$ cat src/rtl/alu_pkg.sv
// Shared opcode encodings (MIPS R-type funct field) for the registered ALU.
// Optional status flags are enabled by defining ALU_FLAGS_EN.
package alu_pkg;

  localparam int OP_LENGTH = 6;

  localparam logic [OP_LENGTH-1:0] OP_ADD = 6'b100000;
  localparam logic [OP_LENGTH-1:0] OP_SUB = 6'b100010;
  localparam logic [OP_LENGTH-1:0] OP_AND = 6'b100100;
  localparam logic [OP_LENGTH-1:0] OP_OR  = 6'b100101;
  localparam logic [OP_LENGTH-1:0] OP_XOR = 6'b100110;
  localparam logic [OP_LENGTH-1:0] OP_NOR = 6'b100111;
  localparam logic [OP_LENGTH-1:0] OP_SRA = 6'b000011;
  localparam logic [OP_LENGTH-1:0] OP_SRL = 6'b000010;

endpackage

$ cat src/rtl/alu_core.sv
// Combinational ALU datapath: result plus, with ALU_FLAGS_EN defined,
// zero / carry-borrow / signed-overflow flags.
module alu_core
  import alu_pkg::*;
#(
  parameter int DATA_LENGTH = 8
) (
  input  logic        [OP_LENGTH-1:0]   op_i,
  input  logic signed [DATA_LENGTH-1:0] a_i,
  input  logic signed [DATA_LENGTH-1:0] b_i,
  output logic signed [DATA_LENGTH-1:0] res_o
`ifdef ALU_FLAGS_EN
  ,
  output logic                          zero_o,
  output logic                          carry_o,
  output logic                          ovf_o
`endif
);

  localparam int MSB = DATA_LENGTH - 1;

  // B is always an unsigned shift count; counts >= width saturate naturally
  logic [DATA_LENGTH-1:0] shamt;
  assign shamt = $unsigned(b_i);

  always_comb begin
    res_o = '0;
    case (op_i)
      OP_ADD:  res_o = a_i + b_i;
      OP_SUB:  res_o = a_i - b_i;
      OP_AND:  res_o = a_i & b_i;
      OP_OR:   res_o = a_i | b_i;
      OP_XOR:  res_o = a_i ^ b_i;
      OP_NOR:  res_o = ~(a_i | b_i);
      OP_SRA:  res_o = a_i >>> shamt;
      OP_SRL:  res_o = a_i >> shamt;
      default: res_o = '0;
    endcase
  end

`ifdef ALU_FLAGS_EN
  always_comb begin
    carry_o = 1'b0;
    ovf_o   = 1'b0;
    case (op_i)
      OP_ADD: begin
        // carry out of the MSB recovered from the MSB bits and the sum bit
        carry_o = (a_i[MSB] & b_i[MSB]) | ((a_i[MSB] | b_i[MSB]) & ~res_o[MSB]);
        ovf_o   = (a_i[MSB] == b_i[MSB]) && (res_o[MSB] != a_i[MSB]);
      end
      OP_SUB: begin
        carry_o = ($unsigned(a_i) < $unsigned(b_i));
        ovf_o   = (a_i[MSB] != b_i[MSB]) && (res_o[MSB] != a_i[MSB]);
      end
      default: begin
        carry_o = 1'b0;
        ovf_o   = 1'b0;
      end
    endcase
  end

  assign zero_o = (res_o == '0);
`endif

endmodule

$ cat src/rtl/alu_reg.sv
// Registered ALU: one-cycle latency, result holds while i_valid is low.
// Define ALU_FLAGS_EN to add registered o_zero / o_carry / o_overflow outputs.
module alu_reg
  import alu_pkg::*;
#(
  parameter int DATA_LENGTH = 8,
  parameter int OP_LENGTH   = alu_pkg::OP_LENGTH
) (
  input  logic                          clk,
  input  logic                          rst,
  input  logic                          i_valid,
  input  logic        [OP_LENGTH-1:0]   Op_code,
  input  logic signed [DATA_LENGTH-1:0] A,
  input  logic signed [DATA_LENGTH-1:0] B,
  output logic signed [DATA_LENGTH-1:0] Resultado,
  output logic                          o_valid
`ifdef ALU_FLAGS_EN
  ,
  output logic                          o_zero,
  output logic                          o_carry,
  output logic                          o_overflow
`endif
);

  logic signed [DATA_LENGTH-1:0] res_d, res_q;
  logic                          vld_q;

`ifdef ALU_FLAGS_EN
  logic zero_d, carry_d, ovf_d;
  logic zero_q, carry_q, ovf_q;
`endif

  alu_core #(
    .DATA_LENGTH (DATA_LENGTH)
  ) u_core (
    .op_i    (Op_code),
    .a_i     (A),
    .b_i     (B),
    .res_o   (res_d)
`ifdef ALU_FLAGS_EN
    ,
    .zero_o  (zero_d),
    .carry_o (carry_d),
    .ovf_o   (ovf_d)
`endif
  );

  // Output stage: capture on valid, otherwise hold; reset clears everything
  always_ff @(posedge clk) begin
    if (rst) begin
      res_q <= '0;
      vld_q <= 1'b0;
    end else begin
      vld_q <= i_valid;
      if (i_valid) begin
        res_q <= res_d;
      end
    end
  end

`ifdef ALU_FLAGS_EN
  always_ff @(posedge clk) begin
    if (rst) begin
      zero_q  <= 1'b0;
      carry_q <= 1'b0;
      ovf_q   <= 1'b0;
    end else if (i_valid) begin
      zero_q  <= zero_d;
      carry_q <= carry_d;
      ovf_q   <= ovf_d;
    end
  end

  assign o_zero     = zero_q;
  assign o_carry    = carry_q;
  assign o_overflow = ovf_q;
`endif

  assign Resultado = res_q;
  assign o_valid   = vld_q;

endmodule

$ cat config.mk
export PLATFORM = sky130hd
export DESIGN_NAME = alu_reg
export DESIGN_NICKNAME = d
export VERILOG_FILES = /design/src/rtl/alu_pkg.sv /design/src/rtl/alu_core.sv /design/src/rtl/alu_reg.sv
export SDC_FILE = /design/constraint.sdc
export NUM_CORES = 1
export LEC_CHECK = 0
export CAP_MARGIN = 15
export CORE_MARGIN = 1
export CORE_UTILIZATION = 50
export DETAILED_ROUTE_END_ITERATION = 16
export GPL_TIMING_DRIVEN = 0
export PLACE_DENSITY = 0.77
export REMOVE_ABC_BUFFERS = 1
export SLEW_MARGIN = 20
export SYNTH_ARGS = -nofsm -noshare
export SYNTH_HDL_FRONTEND = slang
export SYNTH_SLANG_ARGS = --single-unit
$ cat constraint.sdc
create_clock -name clk -period 4.8 [get_ports clk]
set_clock_uncertainty 0.05 [all_clocks]
set_input_delay 0.96 -clock clk [delete_from_list [all_inputs] [get_ports clk]]
set_output_delay 0.96 -clock clk [all_outputs]
set_load 0.01 [all_outputs]
==> results of run 1 <==
[cell families after synthesis]
family | synth area share
adder cells (fa/ha/maj) | 0.1690
AND/OR/NAND/NOR | 0.2106
XOR/XNOR | 0.08317
AO/OA/AOI/OAI | 0.2746
buffers and inverters | 0.06930
flip-flops | 0.09505
multiplexers | 0.09835
[sequential cells by signal, indices dropped and copies added (netlist names)]
| name | flops |
|---|---|
| Resultado | 8 |
| o_valid | 1 |
[metal layers]
layer	vias to the layer above	global-route usage
li1	978	-
met1	888	0.3745
met2	50	0.4096
met3	12	0.02717
met4	0	0.1165
met5	-	0
[cell usage in the layout (no fill, tap or decap), types with 4 or more instances in the layout]
cell type	count
nor2_1	25
o21ai_1	10
ha_1	24
inv_1	16
nand2b_1	8
mux2i_1	13
nand3_1	7
nand2_1	19
o21ai_0	11
dfxtp_1	9
o31ai_1	4
xnor2_1	16
a21oi_1	16
clkdlybuf4s50_1	33
[cell type report]
cell class / instances / area share
clock buffers: 4 / 0.01987
inverters: 18 / 0.02980
multi-input cells: 215 / 0.6987
well taps: 48 / 0.02649
flip-flops and latches: 9 / 0.07947
repair buffers: 33 / 0.1457
[power breakdown]
| group | internal (mW) | switching [mW] |
|---|---|---|
| clock network | 0.0578 | 0.0299 |
| registers | 0.0767 | 0.000649 |
| logic | 0.0785 | 0.101 |
| total | 0.213 | 0.131 |
[synth_stat cells (2+ instances only)]
cell type / n
mux2_1: 2
a41oi_1: 2
o21ai_0: 11
nor4_1: 2
and3_1: 2
nand2b_1: 8
buf_4: 2
dfxtp_1: 9
o21a_1: 3
o31ai_1: 4
a22oi_1: 3
a21oi_1: 16
nor3_2: 2
a21oi_2: 2
a31o_1: 2
a221oi_1: 3
clkbuf_1: 6
nand2_1: 19
o22ai_1: 3
nand3_1: 7
ha_1: 24
xor2_1: 2
nor3_1: 2
o211ai_1: 2
mux2i_1: 13
xnor2_1: 16
a211oi_1: 3
inv_1: 16
buf_2: 3
a31oi_1: 2
nor2b_1: 3
nor2_1: 25
o21ai_1: 10
a22o_1: 3
[worst min-delay path by stage]
stage	end	slack [ns]	cells after the start
2_1_floorplan	Resultado[3]	0.44	2
3_3_place_gp	Resultado[5]	0.41	2
5_1_grt	Resultado[6]	0.45	1
6_report	Resultado[6]	0.42	1
4_1_cts	Resultado[6]	0.43	1
3_5_place_dp	Resultado[6]	0.42	1
==> metrics, run 1 <==
outcome=complete, no violations; Antenna diodes=0; final std cell area, no fill=2267 sq um; DP HPWL=3892 microns; Via-to-Cell Ratio=5.896; clk buf depth=2; Placed Cells=323; # H-tree levels=1; fin crit share=0.9383; FP Rows=22; layout cells sized above 1=0.05018; total chip power=0.3441 mW; Detail Route met2 WL=2247 microns; Setup CP Type=in -> reg; Final Hold Fails=0; min cycle time layout=4.504 ns; M1 wire length=2451 microns; CP Max Fanout=21; Core Box Area=3661 sq um; Post-Route WL=5016 microns; Overflow after GRT=0; Area Growth Syn to Fin=19.60%; RSZ-0062 raised after global routing=false; pwr/cell area=151.8 nW/um^2; CTS root buf=clkbuf_8; Worst Max-Slew Pin Slew=1.108 ns; flops & latches, synth=9; clock slew at reported path FFs=0.04 ns; # DRC=0; Post-Syn Area per Cell=7.463 sq um; Worst setup EP type=flop; CP max-delay cell=clkdlybuf4s50_1; most used cell, CP=nand2b_1; number of setup buffers added after CTS=0; IO buf count=33; Critical R2R Launch=Resultado[1]; setup slack at placement=0.06993 ns; P_leak=0.9024 nW; Final ANT Viol Nets=0; CTS tree=yes; ranking of synthesized cells by area=ha_1 16%, dfxtp_1 9.5%, xnor2_1 7.4%, mux2i_1 6.9%, nor2_1 5.0%; YS warnings=0; Crit path arrival time=4.58 ns; I/O pins=34; largest net degree at the start of global routing=25; Synth top area share=0.1584; DP Area=2222 sq um; HP Class=reg -> reg; Hold WS=0.4238 ns; DRT iter0 DRCs=94; clock sink count=9; die width=63.57 microns; floorplan die height=63.57 microns; die area=4041 sq um; CP Launch Type=input pin; Final nets=330; reg2reg end=Resultado[1]; fmax=222.0 MHz; Total GRT Usage=0.2677; Util after Layout=0.6193; post-CTS sizing=0; vias=1,928; hold wc startpoint=Resultado[6]; Synth cell types=56; predominant post-synthesis flop cell=dfxtp_1; Post-Syn Area=1896 sq um; Crit path largest cell delay=1.20 ns; worst setup path end=Resultado[6]; worst relative slew slack=0.2591; R2R cell count=4; Final setup violation count=0; global placement routability congestion=0.9077; worst setup margin=0.2964 ns; first-pass GRT wire length=8528 microns; Skew-Pair Late Insertion Delay=0.23 ns; Inserted Clock Buffers=3; Post-synth EDFFs=0; DR top layer=met4; worst setup path start=Op_code[1]; antenna violations before repair=0; Mapped Cells=254; crit-path cells=clkdlybuf4s50_1 > nand2b_1 > nor2_4 > mux2_1 > fa_1 > nand2b_1 > a21oi_1 > o21a_1 > o21ai_0 > a31o_1 > a22o_1; FF-to-FF setup slack=3.89 ns; First-pass DRT Iterations=4; Multi-input gate area=1584 sq um; wire length on met3=192 microns; MaxCap Viol Count=0; Initial Util=0.5178; Seq/Total Area, Yosys=0.09505; largest area contributor in the netlist=ha_1; hold_buf cts=0; Finished Layout Cells=327; number of global-route vias before repair=1,781; Max VDD drop=0.00006433 V; Stages on worst setup path=11; setup TNS=0 ns; cell family with most CP delay=buffers and inverters; CP Buf/Inv Count=1; Filler Cells Inserted=355; Final Max Slew Viols=0; Reg area=180.2 sq um; worst path required time=4.88 ns; share of synthesized registers carrying an async set or reset=0; routed len/inst=15.34 microns
(Power assumes the default switching activity.)
==> run 2, diff against run 1 <==
--- a/config.mk
+++ b/config.mk
@@ -5,12 +5,13 @@
 export SDC_FILE = /design/constraint.sdc
 export NUM_CORES = 1
 export LEC_CHECK = 0
+export ABC_AREA = 1
 export CAP_MARGIN = 15
 export CORE_MARGIN = 1
 export CORE_UTILIZATION = 50
 export DETAILED_ROUTE_END_ITERATION = 16
 export GPL_TIMING_DRIVEN = 0
-export PLACE_DENSITY = 0.77
+export PLACE_DENSITY = 0.76
 export REMOVE_ABC_BUFFERS = 1
 export SLEW_MARGIN = 20
 export SYNTH_ARGS = -nofsm -noshare
==> metrics, run 2 <==
DP HPWL=4408 microns; most instantiated cells after synthesis=111 x nand2_1, 50 x nand3_1, 40 x inv_1; Post-Route WL=5374 microns; ranking of synthesized cells by area=nand2_1 22%, ha_1 16%, nand3_1 13%, dfxtp_1 9.4%, inv_1 7.8%; Finished Layout Cells=422; Max VDD drop=0.0001228 V; DRT iter0 DRCs=163; IO buf count=33; setup TNS=0 ns; routed len/inst=12.73 microns; largest area contributor in the netlist=nand2_1; pwr/cell area=140.1 nW/um^2; CP max-delay cell=clkdlybuf4s50_1; Reg power frac=0.238; fin crit share=0.7982; predominant post-synthesis flop cell=dfxtp_1; CP Max Fanout=13; Overflow after GRT=0; post-CTS sizing=0; die area=4100 sq um; Core Box Area=3689 sq um; Sw Pwr=0.1279 mW; most common cell after layout, fill and taps aside=nand2_1; HP Class=reg -> reg; fmax=261.0 MHz; Inserted Clock Buffers=3; Post-synth EDFFs=0; outcome=complete, no violations; Mapped Cells=343; CP Launch Type=input pin; Seq/Total Area, Yosys=0.09363; # H-tree levels=1; I/O pins=34; number of global-route vias before repair=2,091; GR Util met3=0.03929; worst relative slew slack=0.5457; clock power share=0.286; largest net degree at the start of global routing=14; Post-Syn Area per Cell=5.610 sq um; Worst Max-Slew Pin Slew=0.6790 ns; R2R cell count=2; WHS Endpoint=Resultado[1]; Final setup violation count=0; clock slew at reported path FFs=0.05 ns; Crit path arrival time=3.90 ns; floorplan die height=64.04 microns; CTS tree=yes; Skew-Pair Late Insertion Delay=0.24 ns; CTS root buf=clkbuf_8; most used routing layer=met2; MaxCap Viol Count=0; share of synthesized registers carrying an async set or reset=0; Via-to-Cell Ratio=5.351; Cells on Worst Hold Path=2; worst setup margin=0.9686 ns; min cycle time layout=3.831 ns; layout cells sized above 1=0.06952; RSZ-0062 raised after global routing=false; Final ANT Viol Nets=0; Total GRT Usage=0.2898; global placement routability congestion=0.9031; Antenna diodes=0; most frequent cell after synthesis=nand2_1; sw frac=0.3924; max reg flops=8; hold_buf cts=0; internal power=0.1980 mW; setup slack at placement=0.7634 ns; YS warnings=0; Critical R2R Launch=Resultado[2]; worst path required time=4.87 ns; flops & latches, synth=9; Post-Syn Area=1924 sq um; first-pass GRT wire length=9425 microns; Final nets=425; grt met1 use=0.3888; hold wc startpoint=Resultado[1]; reg2reg end=Resultado[2]; Crit path largest cell delay=0.59 ns; Synth cell types=28; Initial Util=0.5217; First-pass DRT Iterations=5; antenna violations before repair=0; # DRC=0; Synth top area share=0.2165; number of setup buffers added after CTS=0; P_leak=1.150 nW; Final Max Slew Viols=0; most frequent cells in the layout=111 x nand2_1, 50 x nand3_1, 40 x inv_1; FF-to-FF setup slack=4.10 ns; clk buf depth=2; Worst setup EP type=flop; clock sink count=9; met2 Usage GRT=0.4840; Area Growth Syn to Fin=20.87%; Placed Cells=418; Final Hold Fails=0; Comb power frac=0.476; total chip power=0.3258 mW; Setup CP Type=in -> reg; FP Rows=22; die width=64.04 microns; most used cell, CP=nand3_1; vias=2,258; crit-path cells=clkdlybuf4s50_1 > inv_1 > nand3_1 > o21ai_0 > xor2_1 > inv_1 > ha_1 > nand2_1 > inv_1 > nand4_1 > nand3_1 > or2_2 > nand3_1 > nand3_1 > nand2_1 > a21oi_2
## run 2: cell count changes in the layout (fill, tap and decap cells not counted), moves of 6 or more
cell / previous run / this run
nand4_1: 0 / 10
or2_2: 0 / 6
nand3_1: 7 / 50
xnor2_1: 16 / 2
inv_1: 16 / 40
o21ai_1: 10 / 1
nand2_1: 19 / 111
mux2i_1: 13 / 0
nand2b_1: 8 / 0
nor2_1: 25 / 33
## run 2: kinds of logic after synthesis
group,count (synthesis),share of synthesized area
AND/OR/NAND/NOR,220,0.5046
buffers and inverters,50,0.1047
AO/OA/AOI/OAI,31,0.09428
adder cells (fa/ha/maj),25,0.1665
flip-flops,9,0.09363
XOR/XNOR,8,0.03641
## run 2: how the worst max path moves through the flow
stage	startpoint	endpoint	slack, ns	cells after the start
5_1_grt	B[1]	Resultado[6]	0.71	16
2_1_floorplan	B[1]	Resultado[6]	1.81	15
3_3_place_gp	B[1]	Resultado[6]	0.71	16
4_1_cts	B[1]	Resultado[6]	1.01	16
6_report	B[1]	Resultado[6]	0.97	16
3_5_place_dp	B[1]	Resultado[6]	0.76	16
## run 2: per-stage QoR
| step | util | hold WS [ns] | instance area, sq um |
|---|---|---|---|
| after floorplan | - | 0.4339 | 1891 |
| after global placement | 0.6184 | 0.4063 | 2281 |
| after detailed placement | 0.6184 | 0.4201 | 2281 |
| after CTS | 0.6306 | 0.4283 | 2326 |
| after global routing | 0.6306 | 0.4445 | 2326 |
| final | 0.6306 | 0.4229 | 2326 |
## run 2: layout make-up
cell class / count / area [sq um]
clock buffers: 4 / 45.04
fillers: 367 / 1363
inverters: 44 / 167.7
multi-input cells: 284 / 1543
flip-flops and latches: 9 / 180.2
well taps: 48 / 60.06
repair buffers: 33 / 330.3
## run 2: critical path: cells and delay by family
kind                     cells  cell delay [ns]
adder cells (fa/ha/maj)      1             0.35
AND/OR/NAND/NOR              8             1.03
XOR/XNOR                     1             0.16
AO/OA/AOI/OAI                2             0.29
buffers and inverters        4             1.12
## run 2: metal layers
metal,routed length [microns],share of wire
met4,93,0.017
met3,326,0.061
met5,0,0
met1,2590,0.48
met2,2364,0.44
## run 2: power groups by stage
stage          clock network [mW]  logic, mW  registers, mW
2_1_floorplan                   0     0.0937         0.0797
3_3_place_gp                    0      0.151         0.0787
3_5_place_dp                    0      0.153         0.0789
4_1_cts                    0.0973      0.154         0.0773
5_1_grt                     0.100      0.176         0.0774
6_report                   0.0933      0.155         0.0774
